$ cat src/rtl/mfp_ahb_lite_master_pkg.sv
// Shared AHB-Lite encodings and helpers for the single-transfer master.
// Imported by the master top and its lane steering block.
package mfp_ahb_lite_master_pkg;

   typedef enum logic [1:0] {
      HTRANS_IDLE   = 2'b00,
      HTRANS_BUSY   = 2'b01,
      HTRANS_NONSEQ = 2'b10,
      HTRANS_SEQ    = 2'b11
   } htrans_e;

   localparam logic [2:0] HBURST_SINGLE = 3'b000;

   localparam logic [2:0] HSIZE_BYTE = 3'b000;
   localparam logic [2:0] HSIZE_HALF = 3'b001;
   localparam logic [2:0] HSIZE_WORD = 3'b010;

   localparam logic [3:0] HPROT_DATA_PRIV = 4'b0011;

   // Size code 3 is folded onto word.
   function automatic logic [1:0] norm_size(input logic [1:0] size);
      return (size == 2'd3) ? 2'd2 : size;
   endfunction

   function automatic logic [31:0] align_addr(input logic [31:0] addr,
                                             input logic [1:0]  size);
      case (size)
         2'd1:    return {addr[31:1], 1'b0};
         2'd2:    return {addr[31:2], 2'b00};
         default: return addr;
      endcase
   endfunction

endpackage

$ cat src/rtl/mfp_ahb_lane_steer.sv
// Byte-lane steering: replicate narrow write data across the bus, or
// extract and zero-extend a narrow read from its lane.
module mfp_ahb_lane_steer
   import mfp_ahb_lite_master_pkg::*;
(
   input  logic [31:0] data,
   input  logic [1:0]  addr,
   input  logic [1:0]  size,
   input  logic        extract,
   output logic [31:0] out
);

   logic [31:0] shifted;

   assign shifted = data >> {addr, 3'b000};

   always_comb begin
      out = data;
      if (extract) begin
         case ({1'b0, size})
            HSIZE_BYTE: out = {24'h0, shifted[7:0]};
            HSIZE_HALF: out = {16'h0, shifted[15:0]};
            default:    out = shifted;
         endcase
      end else begin
         case ({1'b0, size})
            HSIZE_BYTE: out = {4{data[7:0]}};
            HSIZE_HALF: out = {2{data[15:0]}};
            default:    out = data;
         endcase
      end
   end

endmodule

$ cat src/rtl/mfp_ahb_lite_master.sv
// AHB-Lite single-transfer master: valid/ready commands in, pipelined
// NONSEQ/SINGLE transfers out, one in-order response per command.
module mfp_ahb_lite_master
   import mfp_ahb_lite_master_pkg::*;
#(
   parameter logic [3:0]  HPROT_VAL   = HPROT_DATA_PRIV,
   parameter logic [31:0] RESET_HADDR = 32'h0
) (
   input  logic        HCLK,
   input  logic        HRESET,
   input  logic        cmd_valid,
   output logic        cmd_ready,
   input  logic [31:0] cmd_addr,
   input  logic        cmd_write,
   input  logic [1:0]  cmd_size,
   input  logic [31:0] cmd_wdata,
   output logic        rsp_valid,
   output logic [31:0] rsp_rdata,
   output logic        rsp_error,
   output logic [31:0] HADDR,
   output logic [2:0]  HBURST,
   output logic        HMASTLOCK,
   output logic [3:0]  HPROT,
   output logic [2:0]  HSIZE,
   output logic [1:0]  HTRANS,
   output logic [31:0] HWDATA,
   output logic        HWRITE,
   input  logic [31:0] HRDATA,
   input  logic        HREADY,
   input  logic        HRESP
);

   htrans_e     ap_trans;
   logic [1:0]  ap_size;
   logic [31:0] ap_wdata;
   logic        dp_valid;
   logic        dp_write;
   logic [1:0]  dp_addr;
   logic [1:0]  dp_size;
   logic        replay;
   logic        accept;
   logic        complete;
   logic [1:0]  size_n;
   logic [31:0] wdata_lanes;
   logic [31:0] rdata_lane;

   assign cmd_ready = HREADY && !replay && !HRESET;
   assign accept    = cmd_valid && cmd_ready;
   assign complete  = dp_valid && HREADY;
   assign size_n    = norm_size(cmd_size);

   assign HTRANS    = ap_trans;
   assign HSIZE     = {1'b0, ap_size};
   assign HBURST    = HBURST_SINGLE;
   assign HMASTLOCK = 1'b0;
   assign HPROT     = HPROT_VAL;

   mfp_ahb_lane_steer u_wsteer (
      .data    (ap_wdata),
      .addr    (HADDR[1:0]),
      .size    (ap_size),
      .extract (1'b0),
      .out     (wdata_lanes)
   );

   mfp_ahb_lane_steer u_rsteer (
      .data    (HRDATA),
      .addr    (dp_addr),
      .size    (dp_size),
      .extract (1'b1),
      .out     (rdata_lane)
   );

   always_ff @(posedge HCLK) begin
      if (HRESET) begin
         ap_trans  <= HTRANS_IDLE;
         HADDR     <= RESET_HADDR;
         HWRITE    <= 1'b0;
         ap_size   <= 2'd0;
         ap_wdata  <= 32'h0;
         HWDATA    <= 32'h0;
         dp_valid  <= 1'b0;
         dp_write  <= 1'b0;
         dp_addr   <= 2'd0;
         dp_size   <= 2'd0;
         replay    <= 1'b0;
         rsp_valid <= 1'b0;
         rsp_rdata <= 32'h0;
         rsp_error <= 1'b0;
      end else begin
         rsp_valid <= complete;
         rsp_error <= complete && HRESP;
         rsp_rdata <= (complete && !dp_write) ? rdata_lane : 32'h0;
         if (HREADY) begin
            dp_valid <= (ap_trans == HTRANS_NONSEQ);
            dp_write <= HWRITE;
            dp_addr  <= HADDR[1:0];
            dp_size  <= ap_size;
            HWDATA   <= wdata_lanes;
            // A pending replay owns this edge; no new command enters.
            if (replay) begin
               ap_trans <= HTRANS_NONSEQ;
               replay   <= 1'b0;
            end else if (accept) begin
               ap_trans <= HTRANS_NONSEQ;
               HADDR    <= align_addr(cmd_addr, size_n);
               HWRITE   <= cmd_write;
               ap_size  <= size_n;
               ap_wdata <= cmd_wdata;
            end else begin
               ap_trans <= HTRANS_IDLE;
            end
         end else if (HRESP && ap_trans == HTRANS_NONSEQ) begin
            ap_trans <= HTRANS_IDLE;
            replay   <= 1'b1;
         end
      end
   end

endmodule

$ cat config.mk
export PLATFORM = sky130hd
export DESIGN_NAME = mfp_ahb_lite_master
export DESIGN_NICKNAME = d
export VERILOG_FILES = /design/src/rtl/mfp_ahb_lite_master_pkg.sv /design/src/rtl/mfp_ahb_lane_steer.sv /design/src/rtl/mfp_ahb_lite_master.sv
export SDC_FILE = /design/constraint.sdc
export NUM_CORES = 1
export LEC_CHECK = 0
export BUFFER_PORTS_ARGS = -buffer_cell sky130_fd_sc_hd__buf_2
export CORE_ASPECT_RATIO = 0.8
export CORE_MARGIN = 2
export CORE_UTILIZATION = 38
export CTS_BUF_LIST = sky130_fd_sc_hd__clkbuf_2 sky130_fd_sc_hd__clkbuf_4 sky130_fd_sc_hd__clkbuf_8
export DETAILED_ROUTE_END_ITERATION = 12
export PLACE_DENSITY_LB_ADDON = 0.3
export SYNTH_ARGS = -nofsm -noshare
export SYNTH_HDL_FRONTEND = slang
export SYNTH_SLANG_ARGS = --single-unit
$ cat constraint.sdc
create_clock -name HCLK -period 3.2 [get_ports HCLK]
set_clock_uncertainty 0.15 [all_clocks]
set_input_delay 0.32 -clock HCLK [delete_from_list [all_inputs] [get_ports HCLK]]
set_output_delay 0.32 -clock HCLK [all_outputs]
set_load 0.01 [all_outputs]
# Yosys cells after proc, flatten, opt, wreduce, memory -nomap -nowiden
# Cells that the tools add are included.
[totals] regBits=142 out_inout_bits=113 in_bits=104 elab_cells=47
[classes] eq_ne=6 n_shift=1 reduce_logical=16 bitwise_logic=2 muxes=8
[ops] operator="32-bit one-hot mux with 2 select lines" count=2
[ops] operator="32-bit by 5-bit right shift with 32-bit output" count=1
[ops] operator="2-bit 2-to-1 mux" count=5
[ops] operator="1-bit logical AND" count=7
[ops] operator="2-bit by 1-bit equality test with 1-bit output (second input constant)" count=3
[ops] operator="2-bit equality test (second input constant)" count=3
[ops] operator="2-bit zero test" count=2
[ops] operator="2-bit one-hot mux with 2 select lines" count=1
[ops] operator="2-bit OR reduction" count=2
[ops] operator="1-bit zero test" count=3
[ops] operator="3-bit AND reduction" count=1
[ops] operator="1-bit inverter" count=2
[ops] operator="2-bit nonzero test" count=1

# Depth between registers and ports, before layout
[depth] depth_word=7 depth_mapped=7 mapped_depth_nobuf=3

# Cells and area by module
# A second synthesis with hierarchy kept.
[hier_totals] hier_cells=745 area_unflattened_um2=7429.6
[modules_own_cells] mod="mfp_ahb_lite_master" instances=1 cells_each=435 area_each_um2=5144.9 seq_area_each_um2=2822.7
[modules_own_cells] mod="mfp_ahb_lane_steer" instances=2 cells_each=155 area_each_um2=1142.3 seq_area_each_um2=0.0

# Least setup slack after synthesis
# OpenSTA, ideal clock, no wires.
[synth_path] path_type="input to register" start="in HRESET" end="reg HADDR[25]" path_stages=6 arrival_ns=1.285 setup_time_ns=0.123 n_path_buf=4 setup_slack_ns=1.642 required_time_ns=2.927 cell_sequence="buf_2 nor4bb_1 buf_2 buf_2 buf_2 o21ai_0"
[synth_via] elab_chain_len=4
[synth_rtl] element="start: declaration" line_no="mfp_ahb_lite_master.sv:10" source="input logic HRESET,"
[synth_rtl] element="1-bit zero test" line_no="mfp_ahb_lite_master.sv:47" source="assign cmd_ready = HREADY && !replay && !HRESET;"
[synth_rtl] element="1-bit logical AND" line_no="mfp_ahb_lite_master.sv:47"
[synth_rtl] element="1-bit logical AND" line_no="mfp_ahb_lite_master.sv:48" source="assign accept = cmd_valid && cmd_ready;"
[synth_rtl] element="3-bit AND reduction (no source line)"
[synth_rtl] element="end signal: assignment" line_no="mfp_ahb_lite_master.sv:106" source="HADDR <= align_addr(cmd_addr, size_n);"
[synth_rtl] element="end: declaration" line_no="mfp_ahb_lite_master.sv:20" source="output logic [31:0] HADDR,"
# Parallel ways exist; a longest one is shown, timed or not.
# A chain may end at the register's enable or synchronous reset.

# Worst setup path in the final report
[layout_path] start="reg ap_size[1]" end="out HSIZE[1]"
[layout_rtl] element="start: declaration" line_no="mfp_ahb_lite_master.sv:34" source="logic [1:0] ap_size;"
[layout_rtl] element="start signal: assignment" line_no="mfp_ahb_lite_master.sv:108" source="ap_size <= size_n;"
[layout_rtl] element="end: declaration" line_no="mfp_ahb_lite_master.sv:24" source="output logic [2:0] HSIZE,"
# No word-level cell between the ends.

==> metrics.md <==
| Metric | Value |
|---|---|
| Proportion of layout cells with a drive suffix above 1 | 27.6% |
| Total power | 3.86 mW |
| Worst Path Max Fanout | 30 |
| Area Growth Syn to Fin | 41.7% |
| Endpoint type of the worst setup path | output port |
| Synth warnings | 0 |
| Fmax | 439 MHz |
| Status | completed |
| Max_slew headroom | 25.2% |
| Power Density | 488 nW/um^2 |
| Post-cts sizing count | 0 |
| Count of final hold-check violations | 0 |
| Worst R2R Start | ap_size[1]$_SDFFE_PP0P_ |
| Die area | 15700 sq um |
| Reg2Reg Depth | 3 |
| First-pass DRT Iterations | 5 |
| Vias in the first global route | 5090 |
| Seq/Total Area, Yosys | 50.6% |
| CP required | 2730 ps |
| Final worst slack | around 920 ps |
| Die width | 140 um |
| Vias | 5104 |
| Cell chain of the critical path | buf_2 |
| Residual DRC | 0 |
| Antenna Nets Post-Route | 0 |
| Critical Path Stages | 1 |
| First-pass GRT wire length | 24.9 mm |
| Final Util | 55.3% |
| 1st-iter DRT viols | 322 |
| WL per Instance | 14.3 um |
| Std cell rows | 39 |
| Hold crit path type | input pin to flop |
| GRT overflow | 0 |
| Final slew viol count | 0 |
| Clock Tree Buf Depth | 2 |
| Synth Register Bits | ~140 |
| Clock latency on the worst-skew pair | 440 ps |
| CP startpoint kind | flop |
| Post-Syn Area per Cell | 8.92 sq um |
| Dpl cell area | 6670 sq um |
| Post-synth top area cell | dfxtp_1 |
| Critical path's slowest cell | dfxtp_1 |
| Initial antenna violation count | 0 |
| Top cells by area, synth | dfxtp_1, nand2b_1, o21ai_0 |
| Post-Synthesis Cells | 626 |
| Final worst path period need | 2280 ps |
| Htree depth | 4 |
| Worst Hold Path EP | HWRITE$_SDFFE_PP0P_ |
| Num CTS Buffers | 17 |
| IO Pins | roughly 220 |
| Antenna cell count | 0 |
| Worst path buffer plus inverter count | 1 |
| Worst r2r dst | HWDATA[31]$_SDFFE_PP0P_ |
| Total Negative Setup Slacks | 0 ps |
| Clock-pin slew on the worst setup and hold paths | 70 ps |
| DP HPWL | 9.93 mm |
| Kind of critical path | flop to output port |
| CP top delay family | flip-flops |
| TritonCTS clock tree | yes |
| CP max stage delay | 1060 ps |
| Hold Crit Depth | 3 |
| Starting density of the core | 39.0% |
| Worst IR drop on VDD | 0.315 mV |
| Slew @ Worst Pin | 1120 ps |
| Via density | 4.72 |
| Post-Syn Area | 5580 sq um |
| Largest net degree at the start of global routing | 87 |
| Leakage | 3.42 nW |
| Netlist cell types | 27 |
| Clk sinks | around 140 |
| Setup slack, reg-to-reg | 1140 ps |
| RSZ-0062 raised after global routing | no |
| Final Cycle Share | 71.2% |
| Total GRT Usage | 20.0% |
| Maxcap violations | 0 |
| Routability congestion estimate | a little under 0.8 |
| Worst EP arrival | 1810 ps |
| Nets | 989 |
| CTS root buf | clkbuf_8 |
| Worst min-delay path startpoint | HRESET |
| Pre-CTS setup slack | 821 ps |
| Core Area | roughly 14000 sq um |
| Final WL | ~15 mm |
| IO buf count | approximately 200 |
| Die H | 112 um |
| Final instance area | 7910 sq um |
| Final setup viols | 0 |
| Yosys top cell area share | 50.6% |
==> sequential cells by signal, summed over array words and instances (netlist names), 2 cells and up <==
register / count
dp_addr: 2
ap_wdata: 32
dp_size: 2
HWDATA: 32
rsp_rdata: 32
HADDR: 32
ap_size: 2
==> routing by layer <==
metal | vias to the layer above | track usage, % | wire, um
met5 | - | 0 | 0
li1 | 2615 | - | -
met3 | 26 | 5.08 | 855
met2 | 154 | 32.7 | 7220
met1 | 2309 | 25.1 | 6970
met4 | 0 | 8.69 | 387
==> how the worst max path moves through the flow <==
| stage | start | to | slack, ps |
|---|---|---|---|
| after global placement | HREADY | rsp_rdata[28]$_SDFF_PP0_ | 880 |
| after CTS | ap_size[1]$_SDFFE_PP0P_ | HSIZE[1] | 890 |
| after global routing | ap_size[1]$_SDFFE_PP0P_ | HSIZE[1] | 810 |
| after detailed placement | HREADY | rsp_rdata[18]$_SDFF_PP0_ | 820 |
| after floorplan | HRESET | HADDR[25]$_SDFFE_PP0P_ | 1640 |
| final | ap_size[1]$_SDFFE_PP0P_ | HSIZE[1] | 920 |
==> metrics by stage <==
step                      instances  hold slack (ps)
after floorplan                 634              278
after detailed placement        970              313
final                          1082             39.2
after CTS                      1082             2.10
after global routing           1082             10.8
after global placement          970              304
==> kinds of logic (layout without fill, tap and decap cells) <==
family	Yosys count	count (layout)	share of synthesized area [%]
simple gates	247	247	22.5
compound gates	143	143	16.1
flops	141	141	50.6
buf+inv	63	327	5.36
mux	30	30	5.38
other cells	2	10	0.135
==> timing repair <==
| item | CTS | global route |
|---|---|---|
| hold buffers | 80 | 0 |
| buffers inserted | 0 | 0 |
| hold endpoints to repair | 82 | 0 |
==> cells in the mapped netlist (all sizes together) <==
cell       n
a211oi    48
a21oi      4
a311oi     8
and2       1
buf       27
clkbuf    35
conb       2
dfxtp    141
inv        1
mux2i     30
nand2     72
nand2b    84
nand3      1
nand3b     2
nand4bb    1
nor2      50
nor2b     32
nor3       1
nor4bb     1
o21ai     74
o21bai     1
o32ai      8
or3b       2
==> final cells by class <==
cell class / count / area [sq um]
clock buffer: 20 / 275
sequential: 141 / 2820
clock inverter: 12 / 166
timing repair buffer: 294 / 1900
inverter: 1 / 3.75
tap: 184 / 230
multi-input combinational: 430 / 2500
fill: 1286 / 6390
==> where the power goes <==
group | internal (mW) | switching [mW] | total, mW
clock | 0.904 | 0.655 | 1.56
combinational | 0.225 | 0.197 | 0.422
sequential | 1.82 | 0.0520 | 1.87
==> cell usage in the layout, fill, tap and decap left out, types with 7 or more instances in the layout <==
cell           instances
nor2b_1               32
buf_4                  7
dfxtp_1              141
mux2i_1               30
conb_1                10
a311oi_1               8
clkbuf_8              20
o32ai_1                8
buf_2                206
nand2_1               72
a211oi_1              48
o21ai_0               74
dlygate4sd3_1         80
nand2b_1              84
nor2_1                50
No activity file was read; power rests on OpenSTA's default activity.
